**src/rtl/inst_loader_pkg.sv**
```systemverilog
// Shared definitions for the instruction loader: FSM states, write-enable
// constant, default size limit and the word-address helper.
package inst_loader_pkg;

  // Loader FSM states. HDR_ADDR is the reset state.
  typedef enum logic [2:0] {
    HDR_ADDR = 3'd0,
    HDR_CNT  = 3'd1,
    DATA     = 3'd2,
    WRITE    = 3'd3,
    VFY_REQ  = 3'd4,
    VFY_WAIT = 3'd5,
    DONE     = 3'd6,
    ERROR    = 3'd7
  } state_t;

  // All four byte lanes enabled for a full 32-bit write.
  localparam logic [3:0] WE_FULL = 4'hF;

  // Largest word count accepted by default.
  localparam int unsigned MAX_WORDS_DEFAULT = 4096;

  // Byte address of word idx relative to base; wraps modulo 2^32.
  function automatic logic [31:0] word_addr(input logic [31:0] base,
                                            input logic [31:0] idx);
    return base + {idx[29:0], 2'b00};
  endfunction

endpackage

```
**src/rtl/inst_loader_byte_assembler.sv**
```systemverilog
// Collects four accepted bytes into a little-endian 32-bit word.
// The first byte lands in bits 7:0. word_valid_o pulses combinationally
// in the cycle the 4th byte is accepted, with word_o holding the full word.
module byte_assembler (
  input  logic        clk,
  input  logic        rst_n,
  input  logic        clear_i,
  input  logic        byte_valid_i,
  input  logic [7:0]  byte_i,
  output logic [31:0] word_o,
  output logic        word_valid_o
);

  logic [1:0]  cnt_q, cnt_d;
  // Only the first three bytes need storage; the fourth arrives on byte_i.
  logic [23:0] shift_q, shift_d;

  assign word_o       = {byte_i, shift_q};
  assign word_valid_o = byte_valid_i && (cnt_q == 2'd3);

  // Next byte count and shift contents; clear has priority over a byte.
  always_comb begin
    cnt_d   = cnt_q;
    shift_d = shift_q;
    if (clear_i) begin
      cnt_d   = 2'd0;
      shift_d = 24'h0;
    end else if (byte_valid_i) begin
      cnt_d   = cnt_q + 2'd1;
      shift_d = {byte_i, shift_q[23:8]};
    end
  end

  // Byte counter and shift register.
  always_ff @(posedge clk or negedge rst_n) begin
    if (!rst_n) begin
      cnt_q   <= 2'd0;
      shift_q <= 24'h0;
    end else begin
      cnt_q   <= cnt_d;
      shift_q <= shift_d;
    end
  end

endmodule

```
**src/rtl/inst_loader.sv**
```systemverilog
// Instruction loader: parses a byte stream (base address, word count,
// words), writes the words into the instruction cache debug port, reads
// them back, compares checksums, and releases the core from reset only
// when the readback matches.
//
// Byte handshake: a byte transfers on a rising edge where in_valid and
// in_ready are both high; in_valid without in_ready leaves the byte
// pending and the source must hold it.
module inst_loader
  import inst_loader_pkg::*;
#(
  parameter int unsigned MAX_WORDS  = MAX_WORDS_DEFAULT,
  parameter int unsigned RD_LATENCY = 1   // 1..256
) (
  input  logic        CPU_CLK,
  input  logic        CPU_RST_N,
  input  logic        in_valid,
  input  logic [7:0]  in_data,
  output logic        in_ready,
  input  logic        restart,
  output logic [31:0] CPU_Debug_InstCache_A2,
  output logic [31:0] CPU_Debug_InstCache_WD2,
  output logic [3:0]  CPU_Debug_InstCache_WE2,
  input  logic [31:0] CPU_Debug_InstCache_RD2,
  output logic        core_rst,
  output logic        load_pass,
  output logic        load_err,
  output state_t      dbg_state,
  output logic [31:0] dbg_wr_sum
);

  localparam logic [7:0]  LAT_LAST  = 8'(RD_LATENCY - 1);
  localparam logic [31:0] MAX_COUNT = 32'(MAX_WORDS);

  state_t      state_q, state_d;
  logic [31:0] base_q,  base_d;
  logic [31:0] n_q,     n_d;
  logic [31:0] idx_q,   idx_d;
  logic [31:0] addr_q,  addr_d;
  logic [31:0] wd_q,    wd_d;
  logic [31:0] wsum_q,  wsum_d;
  logic [31:0] rsum_q,  rsum_d;
  logic [7:0]  lat_q,   lat_d;

  logic        byte_take;
  logic        restart_ok;
  logic [31:0] word;
  logic        word_valid;
  logic [31:0] idx_next;
  logic        more_words;
  logic [31:0] rsum_next;

  // Only the header and data states consume bytes.
  assign in_ready   = (state_q == HDR_ADDR) || (state_q == HDR_CNT) ||
                      (state_q == DATA);
  assign byte_take  = in_valid && in_ready;
  assign restart_ok = restart && ((state_q == DONE) || (state_q == ERROR));

  assign idx_next   = idx_q + 32'd1;
  assign more_words = idx_next < n_q;
  assign rsum_next  = rsum_q + CPU_Debug_InstCache_RD2;

  byte_assembler u_asm (
    .clk          (CPU_CLK),
    .rst_n        (CPU_RST_N),
    .clear_i      (restart_ok),
    .byte_valid_i (byte_take),
    .byte_i       (in_data),
    .word_o       (word),
    .word_valid_o (word_valid)
  );

  // Cache port: address and data come straight from registers so they stay
  // stable between accesses; the write strobe is decoded from the state.
  assign CPU_Debug_InstCache_A2  = addr_q;
  assign CPU_Debug_InstCache_WD2 = wd_q;
  assign CPU_Debug_InstCache_WE2 = (state_q == WRITE) ? WE_FULL : 4'h0;

  assign core_rst   = (state_q != DONE);
  assign load_pass  = (state_q == DONE);
  assign load_err   = (state_q == ERROR);
  assign dbg_state  = state_q;
  assign dbg_wr_sum = wsum_q;

  // Next-state and datapath updates for the load sequence.
  always_comb begin
    state_d = state_q;
    base_d  = base_q;
    n_d     = n_q;
    idx_d   = idx_q;
    addr_d  = addr_q;
    wd_d    = wd_q;
    wsum_d  = wsum_q;
    rsum_d  = rsum_q;
    lat_d   = lat_q;

    unique case (state_q)
      HDR_ADDR: begin
        if (word_valid) begin
          base_d  = word;
          state_d = (word[1:0] != 2'b00) ? ERROR : HDR_CNT;
        end
      end

      HDR_CNT: begin
        if (word_valid) begin
          n_d   = word;
          idx_d = 32'd0;
          if (word > MAX_COUNT)   state_d = ERROR;
          else if (word == 32'd0) state_d = DONE;
          else                    state_d = DATA;
        end
      end

      DATA: begin
        if (word_valid) begin
          wd_d    = word;
          addr_d  = word_addr(base_q, idx_q);
          state_d = WRITE;
        end
      end

      // One-cycle write strobe; fold the word into the write checksum.
      WRITE: begin
        wsum_d = wsum_q + wd_q;
        if (more_words) begin
          idx_d   = idx_next;
          state_d = DATA;
        end else begin
          idx_d   = 32'd0;
          addr_d  = base_q;
          state_d = VFY_REQ;
        end
      end

      VFY_REQ: begin
        lat_d   = 8'd0;
        state_d = VFY_WAIT;
      end

      // Hold the address until the read data is due, then accumulate it.
      VFY_WAIT: begin
        if (lat_q == LAT_LAST) begin
          rsum_d = rsum_next;
          if (more_words) begin
            idx_d   = idx_next;
            addr_d  = word_addr(base_q, idx_next);
            state_d = VFY_REQ;
          end else begin
            state_d = (rsum_next == wsum_q) ? DONE : ERROR;
          end
        end else begin
          lat_d = lat_q + 8'd1;
        end
      end

      DONE, ERROR: begin
        if (restart_ok) begin
          state_d = HDR_ADDR;
          base_d  = 32'd0;
          n_d     = 32'd0;
          idx_d   = 32'd0;
          wsum_d  = 32'd0;
          rsum_d  = 32'd0;
          lat_d   = 8'd0;
        end
      end

      default: state_d = HDR_ADDR;
    endcase
  end

  // State and datapath registers.
  always_ff @(posedge CPU_CLK or negedge CPU_RST_N) begin
    if (!CPU_RST_N) begin
      state_q <= HDR_ADDR;
      base_q  <= 32'd0;
      n_q     <= 32'd0;
      idx_q   <= 32'd0;
      addr_q  <= 32'd0;
      wd_q    <= 32'd0;
      wsum_q  <= 32'd0;
      rsum_q  <= 32'd0;
      lat_q   <= 8'd0;
    end else begin
      state_q <= state_d;
      base_q  <= base_d;
      n_q     <= n_d;
      idx_q   <= idx_d;
      addr_q  <= addr_d;
      wd_q    <= wd_d;
      wsum_q  <= wsum_d;
      rsum_q  <= rsum_d;
      lat_q   <= lat_d;
    end
  end

endmodule

```
**config.mk**
```make
export PLATFORM = sky130hd
export DESIGN_NAME = inst_loader
export DESIGN_NICKNAME = d
export VERILOG_FILES = /design/src/rtl/inst_loader_pkg.sv /design/src/rtl/inst_loader_byte_assembler.sv /design/src/rtl/inst_loader.sv
export SDC_FILE = /design/constraint.sdc
export NUM_CORES = 1
export LEC_CHECK = 0
export ABC_AREA = 1
export BUFFER_PORTS_ARGS = -buffer_cell sky130_fd_sc_hd__buf_2
export CORE_MARGIN = 1.5
export CORE_UTILIZATION = 55
export DETAILED_ROUTE_END_ITERATION = 6
export PLACE_DENSITY_LB_ADDON = 0.3
export REMOVE_ABC_BUFFERS = 1
export SLEW_MARGIN = 20
export SYNTH_ARGS = -nofsm -noshare
export SYNTH_HDL_FRONTEND = slang
export SYNTH_HIERARCHICAL = 1
export SYNTH_SLANG_ARGS = --single-unit
export TNS_END_PERCENT = 50
```
**constraint.sdc**
```tcl
create_clock -name CPU_CLK -period 4.2 [get_ports CPU_CLK]
set_clock_uncertainty 0.15 [all_clocks]
set_input_delay 0.84 -clock CPU_CLK [delete_from_list [all_inputs] [get_ports CPU_CLK]]
set_output_delay 0.84 -clock CPU_CLK [all_outputs]
set_load 0.005 [all_outputs]
```
==> run_results.csv, run 1 <==
group,metric,value,unit
clock_tree,cts_buffers,30,
timing,hold_violations,0,
drt,ant_nets,0,
timing,timing.final.max_slew_violations,0,
timing,finalCriticalPeriod,4.17,ns
drt,wl_met1,24.6,mm
grt,grt_pass1_wl,92.6,mm
power_and_ir_drop,peakVddDrop,0.382,mV
drt,top_layer_used,"met4",
cells_and_area,syn_to_final_growth,14.2,%
setup_path,criticalPathCategory,"flop to flop",
drt,wl_met2,29.3,mm
cells_and_area,fin_nets,3076,
grt,antenna_found_initial,0,
power_and_ir_drop,seqPwrFrac,26.5,%
drt,post-route-drc-count,0,
grt,gr-total-overflow,0,
timing,max_slew_margin,35.7,%
timing,finalSetupViolations,0,
setup_path,cp-end-kind,"flop",
hold_path,hp-class,"primary input to async pin",
setup_path,worstSetupStartpointType,"flop",
placed_design,hpwlAfterDp,45.6,mm
power_and_ir_drop,combPwrFrac,56.1,%
placed_design,gp_congestion,0.933,
logic_synthesis,avgSynthCellArea,6.97,um2
floorplan,ios,151,
floorplan,core,34400,um2
drt,wire_per_inst,17.7,um
floorplan,placementRows,68,
drt,first_iter_violations,1488,
logic_synthesis,synth_top_area_share,34.1,%
cells_and_area,fill_cells,3167,
power_and_ir_drop,p_leak,0.0116,uW
drt,viasPerCell,5.57,
drt,dr_wl_met3,3.32,mm
placed_design,io_buffers,150,
logic_synthesis,yosysTopAreaCell,"dfrtp_1",
logic_synthesis,synth_cells,2745,
grt,grt_max_degree,65,
logic_synthesis,synth-seq-cells,261,
cells_and_area,seq_area,6540,um2
timing,min_period_over_period,99.4,%
drt,drt_first_pass_iters,6,
cells_and_area,multiInputGateArea,10700,um2
logic_synthesis,synth_cell_types,60,
power_and_ir_drop,p_per_area,700,nW/um2
cells_and_area,drive_above_1_share,12.7,%
clock_tree,cts_tree,"built",
logic_synthesis,yosysSeqAreaShare,34.1,%
drt,vias,18800,
power_and_ir_drop,switching_share,48.0,%
job,cap_violations,0,
clock_tree,clock_latency,0.57,ns
outcome,status,"finished, final reports clean",
clock_tree,cts.path.max_buffers,3,
floorplan,die_y,189,um
timing,max_freq,240,MHz
cells_and_area,antenna_cells,0,
floorplan,dieArea,35900,um2
logic_synthesis,synthTopCellsByArea,"dfrtp_1, nand2_1, inv_1",
clock_tree,cts_max_level,1,
power_and_ir_drop,p_sw,7340,uW
timing,worstMarginPinSlew,0.964,ns
clock_tree,cts-root-buf,"clkbuf_16",
timing,fin_tns_setup,0,ns
setup_path,cp.required,4.54,ns
logic_synthesis,ys_warn_count,6,
cells_and_area,final_core_utilization,63.6,%
floorplan,dieWidth,189,um
clock_tree,clk_pin_slew_worst_paths,0.06,ns
setup_path,crit_fanout,23,
power_and_ir_drop,internal-power,7960,uW
drt,wl,59.9,mm
setup_path,worst_ep_arrival_time,4.51,ns
floorplan,start_util,55.6,%
timing,hold-worst-slack,0.0223,ns
clock_tree,clkSinkCount,261,
power_and_ir_drop,clockPowerShare,17.4,%
grt,grtUsageTotal,32.4,%
logic_synthesis,synth_area,19100,um2
timing,grt_setup_unrepaired,"yes",
grt,grt_pass1_vias,18300,
routing by layer:
layer,global-route usage [%],vias up
met3,3.48,149
met5,0,-
li1,-,9215
met2,56.5,624
met1,40.8,8831
met4,13.7,0
cells by family after synthesis:
| group | Yosys count | share of synthesized area [%] |
|---|---|---|
| AND/OR/NAND/NOR | 1243 | 28.3 |
| AO/OA/AOI/OAI | 518 | 14.7 |
| XOR/XNOR | 54 | 2.76 |
| adder cells (fa/ha/maj) | 130 | 8.62 |
| flip-flops | 261 | 34.1 |
| buffers and inverters | 530 | 11.0 |
| multiplexers | 9 | 0.530 |
cells in the final DEF (no fill, tap or decap), types with 9 or more instances in the layout:
master and count:
inv_2 16, nand2_1 745, o21ai_1 27, nor3_1 24, a21oi_1 153, ha_1 124
mux2_2 9, xor2_1 41, a31oi_1 12, dfrtp_1 258, buf_4 41, nor2_1 185
nand4_1 33, nand3_2 24, clkbuf_16 36, nor4_1 9, o21a_1 12, o21ai_0 228
o22ai_1 42, nand3_1 150, buf_2 149, nand2_2 10, inv_1 430
per-stage QoR:
stage	total power, uW	cell area (um2)	setup slack [ns]	std cells
finish	15300	21800	0.0259	3378
global placement	11800	20400	0.144	3303
floorplan	9170	18700	-1.54	2665
detailed placement	12000	20400	0.0496	3303
CTS	14700	21400	0.0376	3356
global route	16500	21800	-0.174	3378
sequential cells by signal, indices dropped and copies added, names as in the netlist:
register and cells:
u_asm/cnt_q 2, CPU_Debug_InstCache_A2 32, idx_q 32, dbg_state 3
rsum_q 32, CPU_Debug_InstCache_WD2 32, lat_q 8, u_asm/shift_q 24
dbg_wr_sum 32, n_q 32, base_q 32
synthesized netlist by cell type, drive strengths merged:
cell     count
fa           3
o41ai        1
dfrtp      261
a22o         2
nor3        33
and3         3
nor3b        3
nand4       34
nor2       201
o22ai       43
a21boi       4
o21a        12
xnor3        4
mux2         9
xor2        42
nand3b       8
nand2      758
a31oi       12
clkinv       1
clkbuf      43
o21ai      259
and2         8
nand3      176
buf         37
a21o         5
or2          6
o2111ai      1
nor4        13
ha         127
a211oi       2
o31ai        3
a22oi        1
o221ai       4
o211ai       8
inv        449
o32ai        1
xnor2        8
o21bai       3
a21oi      157
critical path: stages, from the launching register on:
cell,delay [ns]
dfrtp_1,0.39
inv_2,0.08
nor3_2,0.22
nand2_2,0.10
nor2_4,0.15
inv_4,0.06
nor3_4,0.24
nand4_4,0.16
nor3_4,0.28
buf_6,0.14
xor2_2,0.14
inv_2,0.07
ha_1,0.27
nand2_1,0.09
inv_1,0.05
nand4_1,0.15
a21oi_1,0.07
nor2_2,0.20
nand2_2,0.12
nand2_4,0.11
nand2_4,0.06
nor2_4,0.30
clkbuf_16,0.28
nand3_1,0.10
o21ai_1,0.09
power by group through the flow:
stage | Clock (uW) | Sequential [uW] | Combinational [uW]
detailed placement | 0 | 4060 | 7890
global placement | 0 | 4040 | 7740
finish | 2660 | 4050 | 8590
global route | 2800 | 4140 | 9560
floorplan | 0 | 3890 | 5290
CTS | 2690 | 4030 | 7930
repair_timing:
item	4_1_cts	5_1_grt
hold buffers	0	0
endpoints found under the setup margin	0	64
buffers inserted	0	15
resized for setup	0	52
endpoints found under the hold margin	0	0
worst paths after layout:
kind / cells after the start / startpoint / endpoint / slack, ns
max in group asynchronous: 2 / CPU_RST_N / CPU_Debug_InstCache_A2[23] / 2.92
min: 1 / CPU_RST_N / rsum_q[3] / 0.02
min reg2reg: 2 / CPU_Debug_InstCache_A2[24] / CPU_Debug_InstCache_A2[24] / 0.33
max reg2reg: 24 / idx_q[3] / idx_q[22] / 0.03
min in group CPU_CLK: 2 / CPU_Debug_InstCache_A2[24] / CPU_Debug_InstCache_A2[24] / 0.33
max: 24 / idx_q[3] / idx_q[22] / 0.03
final cells by class:
class,count,area share (%)
Multi-Input combinational cell,1954,49.0
Sequential cell,261,29.9
Inverter,450,7.79
Timing Repair Buffer,205,6.21
Clock buffer,41,3.81
Tap cell,455,2.61
Clock inverter,12,0.670
Power figures use the tool's default switching activity.
==> run 2: changes to the inputs <==
- CTS_BUF_LIST: unset -> sky130_fd_sc_hd__clkbuf_4 sky130_fd_sc_hd__clkbuf_8 sky130_fd_sc_hd__clkbuf_16
- SLEW_MARGIN: 20 -> 5
- clock period: 4.2 -> 5.3 ns (I/O delays scaled with it)
==> run_results.csv, run 2 (synthesis results as in run 1) <==
group,metric,value,unit
grt,grt_pass1_vias,18200,
timing,max_slew_margin,29.3,%
drt,vias,18500,
clock_tree,cts.repair.resized,0,
hold_path,hp-class,"flop to flop",
cells_and_area,final_cell_mix,"nand2_1, inv_1, dfrtp_1",
setup_path,worstSetupStartpointType,"flop",
timing,finalCriticalPeriod,4.59,ns
placed_design,post-place-ws,0.831,ns
clock_tree,cts.path.max_buffers,3,
job,cap_violations,0,
floorplan,ios,151,
timing,setup_slack,0.714,ns
floorplan,die_y,189,um
power_and_ir_drop,peakVddDrop,0.331,mV
timing,worstMarginPinSlew,1.06,ns
drt,viasPerCell,5.54,
cells_and_area,fin_nets,3040,
clock_tree,clk_pin_slew_worst_paths,0.07,ns
setup_path,crit_chain,"nand3_2, nor2_4, nand4_1, nor4_2, nand4_1, nor3_2, xor2_1, inv_1, ha_1, nand2_1, nor2_1, nand4_1, nor4_1, nand2_1, nand3_1, nand3_1, inv_2, o21ai_0, o21ai_1",
cells_and_area,final_common_cell,"nand2_1",
timing,min_period_over_period,86.5,%
setup_path,cp.required,5.64,ns
clock_tree,cts_buffers,31,
clock_tree,clkSinkCount,261,
timing,hold-worst-slack,0.323,ns
placed_design,gp_congestion,0.942,
power_and_ir_drop,p_per_area,545,nW/um2
floorplan,start_util,55.6,%
timing,fin_tns_setup,0,ns
clock_tree,cts_tree,"built",
grt,grtUsageTotal,32.3,%
placed_design,dp_cells,3288,
floorplan,dieWidth,189,um
clock_tree,cts_hold_buf,0,
power_and_ir_drop,p_leak,0.0113,uW
timing,hold_violations,0,
timing,timing.final.max_slew_violations,0,
timing,finalSetupViolations,0,
setup_path,cpMaxStageDelayCell,"inv_2",
cells_and_area,syn_to_final_growth,11.3,%
setup_path,path_common_cell,"nand4_1",
grt,grt_max_degree,111,
cells_and_area,drive_above_1_share,11.0,%
clock_tree,clock_latency,0.58,ns
clock_tree,post_cts_buffers,0,
clock_tree,cts-root-buf,"clkbuf_16",
drt,drt_first_pass_iters,6,
setup_path,crit_fanout,33,
power_and_ir_drop,finalPower,11600,uW
cells_and_area,instances_no_fill,3346,
outcome,status,"finished, final reports clean",
timing,grt_setup_unrepaired,"no",
grt,grt_pass1_wl,92.4,mm
drt,wl,58.0,mm
clock_tree,cts_max_level,1,
drt,wire_per_inst,17.3,um
floorplan,dieArea,35900,um2
drt,ant_nets,0,
setup_path,cp-end-kind,"flop",
cells_and_area,antenna_cells,0,
grt,antenna_found_initial,0,
placed_design,io_buffers,150,
setup_path,criticalPathCategory,"flop to flop",
setup_path,slowest_delay,0.53,ns
grt,gr-total-overflow,0,
floorplan,placementRows,68,
drt,post-route-drc-count,0,
setup_path,worst_ep_arrival_time,4.92,ns
drt,first_iter_violations,1100,
floorplan,core,34400,um2
placed_design,hpwlAfterDp,45.0,mm
timing,max_freq,218,MHz
run 2: cell types whose count changed in the layout (fill, tap and decap cells not counted), sizes merged:
cell / previous run / this run
buf: 199 / 168
clkinvlp: 0 / 7
inv: 449 / 451
bufinv: 3 / 2
clkinv: 10 / 13
clkbuf: 47 / 35
run 2: area by class of cell:
class                   instances  area [um2]
inverters                     450        1690
fillers                      3231       13100
clock inverters                23         219
repair buffers                168         908
flip-flops and latches        261        6530
well taps                     455         569
clock buffers                  35         831
multi-input cells            1954       10500
run 2: through the flow:
stage	utilization, %	cell area [um2]
floorplan	-	18700
global placement	58.9	20200
detailed placement	58.9	20200
CTS	61.9	21300
global route	61.9	21300
finish	61.9	21300
run 2: worst paths after layout:
check                      slack (ns)      start  depth (start not counted)                    endpoint
max                              0.71   idx_q[0]                         19  CPU_Debug_InstCache_A2[30]
max reg2reg                      0.71   idx_q[0]                         19  CPU_Debug_InstCache_A2[30]
max in group asynchronous        3.56  CPU_RST_N                          2  CPU_Debug_InstCache_A2[18]
min reg2reg                      0.32  base_q[0]                          2   CPU_Debug_InstCache_A2[0]
min                              0.32  base_q[0]                          2   CPU_Debug_InstCache_A2[0]
min in group asynchronous        0.35  CPU_RST_N                          1                   rsum_q[4]
run 2: critical path, delay by kind of cell (launching register included):
kind | cells | cell delay (ns)
simple gates | 13 | 2.44
buf+inv | 2 | 0.60
xor+xnor | 1 | 0.15
flops | 1 | 0.43
compound gates | 2 | 0.40
fa+ha+maj | 1 | 0.29
run 2: power breakdown:
part | switching [uW] | internal, uW
sequential | 573 | 2660
clock | 948 | 1240
combinational | 4120 | 2060
total | 5640 | 5950
run 2: layer usage:
layer / wire (um) / GRT usage, % / vias up
met1: 24700 / 41.1 / 8685
li1: - / - / 9151
met2: 28100 / 56.5 / 547
met5: 0 / 0 / -
met3: 2680 / 2.54 / 146
met4: 2440 / 13.4 / 0
==> run 3: changes to the inputs <==
- PLACE_DENSITY: unset -> 0.74
- PLACE_DENSITY_LB_ADDON: 0.3 -> unset
==> run_results.csv, run 3 (synthesis results as in run 1) <==
group,metric,value,unit
floorplan,placementRows,68,
setup_path,worstSetupStartpointType,"flop",
hold_path,min-delay-start,"CPU_Debug_InstCache_A2[5]",
job,cap_violations,0,
timing,min_period_over_period,83.0,%
drt,viasPerCell,5.52,
grt,gr-total-overflow,0,
floorplan,dieArea,35900,um2
setup_path,cp-end-kind,"flop",
drt,vias,18500,
timing,grt_setup_unrepaired,"no",
clock_tree,clock_latency,0.53,ns
drt,wl,58.6,mm
timing,finalSetupViolations,0,
power_and_ir_drop,p_leak,0.0114,uW
drt,first_iter_violations,1325,
floorplan,ios,151,
drt,post-route-drc-count,0,
cells_and_area,fin_nets,3046,
drt,wire_per_inst,17.5,um
placed_design,hpwlAfterDp,45.3,mm
drt,drt_first_pass_iters,6,
cells_and_area,final_cell_mix,"nand2_1, inv_1, dfrtp_1",
timing,worstMarginPinSlew,1.14,ns
clock_tree,cts-root-buf,"clkbuf_16",
timing,timing.final.max_slew_violations,0,
clock_tree,cts.path.max_buffers,3,
drt,ant_nets,0,
power_and_ir_drop,finalPower,11800,uW
floorplan,start_util,55.6,%
setup_path,rr_endpoint,"idx_q[2]",
grt,grt_util_met2,57.0,%
grt,use_met3,3.58,%
floorplan,die_y,189,um
clock_tree,cts_hold_buf,0,
grt,grt_pass1_wl,92.5,mm
setup_path,criticalPathCategory,"flop to flop",
setup_path,reg2reg_depth,21,
timing,setup_slack,0.902,ns
clock_tree,post_cts_buffers,0,
placed_design,dp_cells,3291,
setup_path,reg2reg_from,"idx_q[0]",
grt,grt_pass1_vias,18000,
power_and_ir_drop,peakVddDrop,0.293,mV
grt,top_usage_layer,"met2",
setup_path,cp.required,5.61,ns
hold_path,hp-class,"flop to flop",
clock_tree,cts_buffers,34,
setup_path,rrSetupSlack,0.90,ns
timing,max_slew_margin,24.2,%
hold_path,min_to,"CPU_Debug_InstCache_A2[5]",
cells_and_area,final_common_cell,"nand2_1",
outcome,status,"finished, final reports clean",
timing,max_freq,227,MHz
timing,hold_violations,0,
clock_tree,clkSinkCount,261,
clock_tree,cts_max_level,2,
clock_tree,clk_pin_slew_worst_paths,0.06,ns
setup_path,crit_fanout,33,
grt,antenna_found_initial,0,
cells_and_area,instances_no_fill,3350,
placed_design,io_buffers,150,
cells_and_area,final_core_utilization,62.2,%
setup_path,worst_ep_arrival_time,4.71,ns
clock_tree,cts_tree,"built",
placed_design,gp_congestion,0.929,
floorplan,core,34400,um2
floorplan,dieWidth,189,um
grt,grtUsageMet1,41.7,%
placed_design,post_dp_cell_area,20300,um2
cells_and_area,design_area,21400,um2
clock_tree,cts.repair.resized,0,
cells_and_area,syn_to_final_growth,11.7,%
cells_and_area,antenna_cells,0,
timing,finalCriticalPeriod,4.40,ns
grt,grt_max_degree,115,
cells_and_area,drive_above_1_share,11.1,%
hold_path,hold_depth,2,
grt,grtUsageTotal,32.6,%
power_and_ir_drop,p_per_area,551,nW/um2
placed_design,post-place-ws,0.925,ns
[run 3: changes by cell type in the layout (fill, tap and decap cells not counted), moves of 2 or more]
cell,change
clkbuf_16,+3
buf_4,+2
clkinvlp_4,-5
clkinv_4,-6
inv_6,+3
clkbuf_8,-2
clkbuf_4,+5
clkinv_2,+3
[run 3: final cells by class]
type | count | area (um2)
fill | 3268 | 13000
multi-input combinational | 1954 | 10500
sequential | 261 | 6530
inverter | 450 | 1690
timing repair buffer | 171 | 943
clock buffer | 41 | 916
tap | 455 | 569
clock inverter | 18 | 175
[run 3: worst max-delay path by stage]
stage / start / to / slack, ns / cells after the start
after floorplan: in_valid / CPU_Debug_InstCache_A2[26] / -0.66 / 10
after global placement: idx_q[0] / idx_q[3] / 1.08 / 21
after detailed placement: idx_q[0] / idx_q[19] / 0.92 / 21
after CTS: idx_q[0] / idx_q[19] / 0.90 / 21
after global routing: idx_q[0] / idx_q[10] / 0.51 / 21
final: idx_q[0] / idx_q[2] / 0.90 / 21
[run 3: metal layers]
layer	up-vias	routed length, um
met2	537	28700
li1	9152	-
met5	-	0
met1	8676	25200
met3	125	2750
met4	0	1970
[run 3: worst max-delay path: stages (launching register included)]
cell	delay, ns
dfrtp_1	0.46
nand3_2	0.15
nor2_4	0.16
nand4_1	0.16
nor4_2	0.31
nand4_1	0.26
nor2_1	0.18
xor2_1	0.16
inv_1	0.09
ha_1	0.30
a21oi_1	0.15
o21ai_0	0.09
nand2_1	0.06
o211ai_1	0.07
nor2_1	0.17
nand2_1	0.09
nand2_1	0.13
nand2_1	0.13
nor2_4	0.56
buf_12	0.26
nand3_1	0.09
o21ai_1	0.10
[run 3: stage by stage]
step,hold WS [ns],TNS [ns]
detailed placement,0.312,0
finish,0.322,0
CTS,0.327,0
floorplan,0.288,-30.98
global placement,0.308,0
global route,0.355,0
[run 3: report_power, final]
| group | leakage [uW] | internal, uW | switching, uW |
|---|---|---|---|
| combinational | 0.00731 | 2080 | 4170 |
| sequential | 0.00351 | 2660 | 575 |
| clock | 0.000545 | 1340 | 945 |
| total | 0.0114 | 6080 | 5690 |
